<file path="src/rtl/mxm_x_feeder_pkg.sv">
// Shared sizing and FSM encoding for the MXM read-side X feeder.
// P and LW follow the project-wide systolic array height and MXM word width.
package mxm_x_feeder_pkg;

  localparam int MXM_P  = 16;
  localparam int MXM_LW = 16;
  localparam int MXM_CW = 24;

  typedef enum logic {
    ST_IDLE = 1'b0,
    ST_RUN  = 1'b1
  } feed_state_e;

endpackage

</file>
<file path="src/rtl/mxm_skew_lane.sv">
// One skew lane: DEPTH-stage shift register of {vld, last, data} that
// advances only on en and clears asynchronously.
module mxm_skew_lane #(
  parameter int DEPTH = 1,
  parameter int LW    = 16
) (
  input  logic          clk,
  input  logic          rst_n,
  input  logic          en,
  input  logic          vld_i,
  input  logic          last_i,
  input  logic [LW-1:0] data_i,
  output logic          vld_o,
  output logic          last_o,
  output logic [LW-1:0] data_o
);

  logic [DEPTH-1:0]         vld_q;
  logic [DEPTH-1:0]         last_q;
  logic [DEPTH-1:0][LW-1:0] data_q;

  always_ff @(posedge clk or negedge rst_n) begin
    if (!rst_n) begin
      vld_q  <= '0;
      last_q <= '0;
      data_q <= '0;
    end else if (en) begin
      vld_q[0]  <= vld_i;
      last_q[0] <= last_i;
      data_q[0] <= data_i;
      for (int k = 1; k < DEPTH; k++) begin
        vld_q[k]  <= vld_q[k-1];
        last_q[k] <= last_q[k-1];
        data_q[k] <= data_q[k-1];
      end
    end
  end

  assign vld_o  = vld_q[DEPTH-1];
  assign last_o = last_q[DEPTH-1];
  assign data_o = data_q[DEPTH-1];

endmodule

</file>
<file path="src/rtl/mxm_x_feeder.sv">
// Pops N vectors from the MXM FIFO per job and feeds them to the systolic
// array X inputs with lane i delayed i cycles; whole pipe stalls on x_rdy=0.
//
// state   | meaning
// ST_IDLE | waiting for start_pulse; rem/popped hold last job's values
// ST_RUN  | popping and draining; leaves in the cycle done is high
module mxm_x_feeder
  import mxm_x_feeder_pkg::*;
#(
  parameter int P  = MXM_P,
  parameter int LW = MXM_LW,
  parameter int CW = MXM_CW
) (
  input  logic            clk,
  input  logic            rst_n,
  input  logic            start_pulse,
  input  logic [CW-1:0]   n_vec_minus_1,
  output logic            busy,
  output logic            done,
  output logic            mxm_rd_en,
  input  logic [P*LW-1:0] mxm_dout,
  input  logic            mxm_empty,
  output logic [P-1:0]    x_vld,
  output logic [P-1:0]    x_last,
  output logic [P*LW-1:0] x_data,
  input  logic            x_rdy
);

  feed_state_e   state_q, state_d;
  logic [CW-1:0] rem_q, rem_d;
  logic [CW-1:0] popped_q, popped_d;
  logic          drained_q, drained_d;
  logic          done_q, done_d;
  logic          en;
  logic          in_run;
  logic          last_pop;

  assign en     = x_rdy;
  assign in_run = (state_q == ST_RUN);

  // drained_q guards the full-scale count, where popped would wrap to zero.
  assign mxm_rd_en = in_run & ~mxm_empty & x_rdy & ~drained_q & (popped_q <= rem_q);
  assign last_pop  = mxm_rd_en & (popped_q == rem_q);

  always_comb begin
    state_d   = state_q;
    rem_d     = rem_q;
    popped_d  = popped_q;
    drained_d = drained_q;
    done_d    = in_run & x_vld[P-1] & x_last[P-1] & x_rdy;
    case (state_q)
      ST_IDLE: begin
        if (start_pulse) begin
          state_d   = ST_RUN;
          rem_d     = n_vec_minus_1;
          popped_d  = '0;
          drained_d = 1'b0;
        end
      end
      ST_RUN: begin
        if (mxm_rd_en) popped_d = popped_q + CW'(1);
        if (last_pop) drained_d = 1'b1;
        if (done_q) state_d = ST_IDLE;
      end
      default: state_d = ST_IDLE;
    endcase
  end

  always_ff @(posedge clk or negedge rst_n) begin
    if (!rst_n) begin
      state_q   <= ST_IDLE;
      rem_q     <= '0;
      popped_q  <= '0;
      drained_q <= 1'b0;
      done_q    <= 1'b0;
    end else begin
      state_q   <= state_d;
      rem_q     <= rem_d;
      popped_q  <= popped_d;
      drained_q <= drained_d;
      done_q    <= done_d;
    end
  end

  assign busy = in_run;
  assign done = done_q;

  for (genvar i = 0; i < P; i++) begin : g_lane
    logic [LW-1:0] lane_in;
    assign lane_in = mxm_rd_en ? mxm_dout[i*LW +: LW] : '0;

    mxm_skew_lane #(
      .DEPTH(i + 1),
      .LW   (LW)
    ) u_lane (
      .clk   (clk),
      .rst_n (rst_n),
      .en    (en),
      .vld_i (mxm_rd_en),
      .last_i(last_pop),
      .data_i(lane_in),
      .vld_o (x_vld[i]),
      .last_o(x_last[i]),
      .data_o(x_data[i*LW +: LW])
    );
  end

endmodule

</file>
<file path="config.mk">
export PLATFORM = sky130hd
export DESIGN_NAME = mxm_x_feeder
export DESIGN_NICKNAME = d
export VERILOG_FILES = /design/src/rtl/mxm_x_feeder_pkg.sv /design/src/rtl/mxm_skew_lane.sv /design/src/rtl/mxm_x_feeder.sv
export SDC_FILE = /design/constraint.sdc
export NUM_CORES = 2
export LEC_CHECK = 0
export ABC_AREA = 1
export CORE_MARGIN = 8
export CORE_UTILIZATION = 45
export DETAILED_ROUTE_END_ITERATION = 12
export GPL_TIMING_DRIVEN = 1
export PLACE_DENSITY_LB_ADDON = 0.12
export SYNTH_ARGS = -nofsm -noshare
export SYNTH_HDL_FRONTEND = slang
export SYNTH_HIERARCHICAL = 1
export SYNTH_SLANG_ARGS = --single-unit
</file>
<file path="constraint.sdc">
create_clock -name clk -period 3.1 [get_ports clk]
set_input_delay 0.775 -clock clk [delete_from_list [all_inputs] [get_ports clk]]
set_output_delay 0.775 -clock clk [all_outputs]
set_load 0.05 [all_outputs]
</file>
# After elaboration in Yosys (flattened, before gate mapping)
# Index checks and enable logic that the tools add are counted.
# op_classes
n_reduce_logical	3
multipliers	0
shifts	0
div	0
add_sub_neg	1
eq_ne	4
order_cmp	1
n_bitwise	11
n_mux	25
# ops
op	count
16-bit 2-to-1 mux	16
24-bit 2-to-1 mux	2
24-bit case mux with 2 select lines	1
24-bit by 1-bit adder with 24-bit output, second input constant	1
24-bit equality test	1
24-bit <= comparator	1
1-bit AND	8
2-bit AND reduction	3
1-bit 2-to-1 mux	4
2-bit != test, second input constant	2
1-bit case mux with 2 select lines	2
1-bit inverter	3
2-bit by 1-bit != test with 1-bit output, second input constant	1
# totals
n_memories	0
latch_bits	0
romBits	0
output_inout_bits	291
elab_cells	218
ram_bits	0
reg_bits	2499
inputBits	285

# Logic depth before layout (Yosys ltp)
# depth
depth_word	8
depth_mapped	18
depth_no_buf	16

# By module
# The synthesis kept the hierarchy.
# by_module_without_submodules
mod	cells_each	seq_area_each_um2	instances	area_each_um2
mxm_skew_lane at g_lane[15].u_lane	1232	7206.9	1	11048.1
mxm_skew_lane at g_lane[14].u_lane	1156	6756.5	1	10329.9
mxm_skew_lane at g_lane[13].u_lane	1080	6306.0	1	9605.5
mxm_skew_lane at g_lane[12].u_lane	1004	5855.6	1	8973.6
mxm_skew_lane at g_lane[11].u_lane	928	5405.2	1	8249.2
mxm_skew_lane at g_lane[10].u_lane	852	4954.8	1	7577.3
mxm_x_feeder	966	1276.2	1	7255.7
mxm_skew_lane at g_lane[9].u_lane	776	4504.3	1	6891.6
mxm_skew_lane at g_lane[8].u_lane	700	4053.9	1	6211.0
mxm_skew_lane at g_lane[7].u_lane	624	3603.5	1	5547.8
mxm_skew_lane at g_lane[6].u_lane	548	3153.0	1	4868.4
mxm_skew_lane at g_lane[5].u_lane	472	2702.6	1	4190.3
mxm_skew_lane at g_lane[4].u_lane	396	2252.2	1	3548.4
mxm_skew_lane at g_lane[3].u_lane	320	1801.7	1	2884.0
3 more rows	n/a	n/a	n/a	n/a

# Least setup slack after synthesis
# No wires, ideal clock.
# synth_timing
kind	in2out
startpoint	input port x_rdy
endpoint	output port mxm_rd_en
required_time_ps	2325
path_slack_ps	381
path_buffers	1
arrival_time_ps	1944
path_stages	7
cell_sequence	nand2_2 nor3_4 nand3_1 nor2_2 nand3_4 nand2_4 buf_2
# synth_via
elab_chain_cells	3
# synth_lines
element	line	source
start: declaration	mxm_x_feeder.sv:26	input logic x_rdy
1-bit AND (3 in series)	mxm_x_feeder.sv:42	assign mxm_rd_en = in_run & ~mxm_empty & x_rdy & ~drained_q & (popped_q <= rem_q);
end: declaration	mxm_x_feeder.sv:20	output logic mxm_rd_en,
# Every way passes these cells.

# Worst setup path after layout
# layout_timing
startpoint	register popped_q[14]
endpoint	output port mxm_rd_en
# layout_via
elab_chain_cells	2
# layout_lines
element	line	source
start: declaration	mxm_x_feeder.sv:31	logic [CW-1:0] popped_q, popped_d;
start signal: assignment	mxm_x_feeder.sv:79	popped_q <= popped_d;
24-bit <= comparator	mxm_x_feeder.sv:42	
1-bit AND	mxm_x_feeder.sv:42	
# Every way passes these cells.

==> summary.md <==
| Metric | Value |
|---|---|
| Async set or reset register ratio after synthesis | 100.0% |
| Die area | 0.2413 mm² |
| Largest net degree at the start of global routing | 210 |
| Layout cells sized above 1 | 8.055% |
| HPWL after DPL | 134,100 µm |
| Clock root buffer master | clkbuf_16 |
| TNS Setup | -0.1516 ns |
| Main combinational cell family by area after synthesis | simple AND/OR/NAND/NOR gates |
| Initial antenna violation count | 5 |
| Crit path top cell by count | nand2_1 |
| Synthesis-stage register bit count | 2,499 |
| Die width | 491.2 µm |
| GPL Wtd Cong | 0.8168 |
| TritonCTS Sinks | 2,499 |
| Routed vias | 69,396 |
| PD cells | 668.6 mW/mm² |
| Synth Cell Area | 0.1016 mm² |
| Post-Synthesis Cells | 11,542 |
| Fmax | 307.5 MHz |
| LEAKAGE | 65.43 nW |
| EDFF count, synth | 0 |
| Fill cells | 21,285 |
| DRC Markers | 0 |
| Post-Synth Simple-Gate Area | 30.69% |
| Failing checks | setup timing |
| Chip Height | 491.2 µm |
| Hold Path Class | in -> reg |
| CTS tree | built |
| Period Utilization, post-route | 104.9% |
| Clk slew on worst S/H paths | 0.05 ns |
| CTS max path bufs | 4 |
| Placed Cells | 14,462 |
| Crit path max-delay family | simple AND/OR/NAND/NOR gates |
| Syn nets | 11,852 |
| Kind of critical path | reg -> out |
| Avg Vias per Cell | 4.630 |
| Critical path peak fanout | 3 |
| Cell Count, Final, Fillers Out | 14,988 |
| Clock latency on the worst-skew pair | 0.88 ns |
| Worst-margin pin slew | 1.015 ns |
| WHS | 0.1926 ns |
| Hold Violations, Final | 0 |
| Required @ worst endpoint | 2.32 ns |
| Total Routing Usage GR | 17.67% |
| Synthesis-to-finish area growth | 15.41% |
| Top_reg_cell synth | dfrtp_1 |
| CP Cell Sequence | ha_1, nand4_1, inv_1, nand2_1, nand2_1, nand2_2, nand3_4, nand2_8, buf_12 |
| Final nets | 12,105 |
| Outcome | complete, but fails checks |
| Count of unique library cells instantiated by Yosys | 34 |
| Post-synthesis sequential area ratio | 61.54% |
| Xor and xnor area share after synthesis | 0.1465% |
| Total Wirelength | 216,200 µm |
| I/O pins | 576 |
| Mux contribution to synthesized area | 0% |
| Final min period | 3.252 ns |
| CP endpoint kind | primary output |
| DRT antenna net count | 0 |
| WL/cell | 14.43 µm |
| Worst EP arrival | 2.48 ns |
| Maximum vdd drop | 0.4064 mV |
| Relative slew margins | 32.37% |
| Max incr delay on CP | 0.43 ns |
| Grt ovf | 0 |
| CP startpoint kind | flip-flop |
| First-pass GRT wire length | 362,800 µm |
| Unrepaired setup endpoints after global routing | true |
| PortBufs | 575 |
| CP Buf/Inv Count | 2 |
| Crit-path slowest cell | dfrtp_2 |
| Mean post-synth cell area | 8.805 µm² |
| Starting density of the core | 45.23% |
| Slew Limit Fails | 0 |
| Drt pass-1 iters | 7 |
| Endpoints failing setup | 1 |
| # rows | 174 |
| Vias in the first global route | 69,126 |
| DRT iter0 DRCs | 5,031 |
| Core area | 0.2247 mm² |
| Post-synthesis compound-gate area fraction | 0.1896% |
| Clock buffer count from CTS | 289 |
| Max Cap Viol | 0 |
| Max Clock Skew | 0.05541 ns |
| Worst setup margin | -0.1516 ns |
| Htree depth | 5 |
| Fraction of the mapped netlist area in adder cells | 0.3078% |
| Synth warn | 6 |
-- logic make-up (layout without fill, tap and decap cells) --
kind of cell               Yosys count  in the layout
and+or+nand+nor                   7825           7825
DFF                               2499           2499
buffers and inverters             1140           1591
AOI/OAI and AO/OA                   36             36
adders and majority gates           25             25
xor gates and xnor gates            17             17
other                                0              3
-- stage by stage --
step | utilization [%] | cell area, µm² | power [mW] | worst slack (ns)
2_1_floorplan | - | 101600 | 43.26 | 0.3807
3_5_place_dp | 47.83 | 107500 | 46.02 | 0.01565
4_1_cts | 52.04 | 116900 | 79.72 | -0.2745
5_1_grt | 52.20 | 117300 | 82.15 | -0.3028
6_report | 52.20 | 117300 | 78.42 | -0.1516
3_3_place_gp | 47.83 | 107500 | 45.81 | 0.04242
-- registers in the layout, summed over array words and instances, names as in the netlist --
register / count
g_lane.u_lane/last_q: 135
g_lane.u_lane/data_o: 256
g_lane.u_lane/vld_q: 135
drained_q: 1
g_lane.u_lane/last_o: 1
rem_q: 24
busy: 1
done: 1
g_lane.u_lane/vld_o: 1
g_lane.u_lane/data_q: 1920
popped_q: 24
-- routing by layer --
metal  GRT usage, %  up-vias  share of wire [%]  wire (µm)
met5              0        -                  0          0
met4          4.940        0                2.6       5603
met3          3.046      360                3.9       8534
met2          28.41     1023                 47     101100
met1          24.87    33261                 47     101000
li1               -    34752                  -          -
-- cells in the mapped netlist (all sizes together) (7+ instances only) --
cell,n,area share (%)
dfrtp,2499,62
nand4,35,0.23
xor2,12,0.10
ha,25,0.31
nand3,12,0.071
inv,331,1.3
a21oi,7,0.034
clkbuf,26,0.096
o21ai,24,0.12
nor2,287,2.6
nand2,7484,28
buf,783,5.8
-- worst min-delay path: stages --
cell and delay (ns):
buf_16 0.11, nand2_2 0.09, nor2_1 0.05
-- layout make-up --
cell class                      count  area (µm²)  share of cell area, %
Multi-Input combinational cell   7903       32080                  27.35
Clock inverter                     66       734.5                 0.6262
Clock buffer                      423        8574                  7.311
Sequential cell                  2499       62560                  53.34
Tap cell                         2992        3744                  3.192
Inverter                          331        1336                  1.139
Timing Repair Buffer              771        8248                  7.032
Antenna cell                        3       7.507               0.006401
-- placed cells by master, fill, tap and decap left out, drive strengths merged --
cell type / instances
xnor2: 5
nand2: 7484
bufinv: 14
a21oi: 7
dfrtp: 2499
a21o: 2
diode: 3
nand4: 35
buf: 198
nand3: 12
nand3b: 2
nor2: 287
dlygate4sd2: 2
clkbuf: 423
clkinvlp: 4
o21ai: 24
dlygate4sd3: 1
clkdlybuf4s50: 570
clkinv: 42
nor3: 4
nor4: 1
inv: 337
o21bai: 3
ha: 25
xor2: 12
-- power by group --
| group | switching (mW) | internal [mW] | total (mW) |
|---|---|---|---|
| registers | 1.71 | 35.6 | 37.3 |
| clock network | 12.9 | 20.2 | 33.1 |
| logic | 5.30 | 2.68 | 7.98 |
| total | 19.9 | 58.5 | 78.4 |
-- what timing repair did --
item	4_1_cts	5_1_grt
setup endpoints to repair	3	1
resized for setup	21	41
hold endpoints to repair	22	0
pin swaps	4	15
setup buffers	14	19
hold buffers	1	0
-- path summary, 6_finish.rpt --
path | from | to | slack [ns] | cells after the start
worst max-delay path | popped_q[14]$_DFFE_PN0P_ | mxm_rd_en | -0.15 | 9
worst min-delay path | x_rdy | done$_DFF_PN0_ | 0.19 | 3
worst max register to register | popped_q[14]$_DFFE_PN0P_ | g_lane[8].u_lane/data_q[0]$_DFFE_PN0P_ | 0.46 | 14
worst min register to register | g_lane[12].u_lane/data_q[133]$_DFFE_PN0P_ | g_lane[12].u_lane/data_q[149]$_DFFE_PN0P_ | 0.42 | 2
max in group asynchronous | rst_n | g_lane[15].u_lane/data_q[54]$_DFFE_PN0P_ | 1.42 | 4
min in group asynchronous | rst_n | g_lane[14].u_lane/data_q[22]$_DFFE_PN0P_ | 0.48 | 2
No activity file was read; power rests on OpenSTA's default activity.
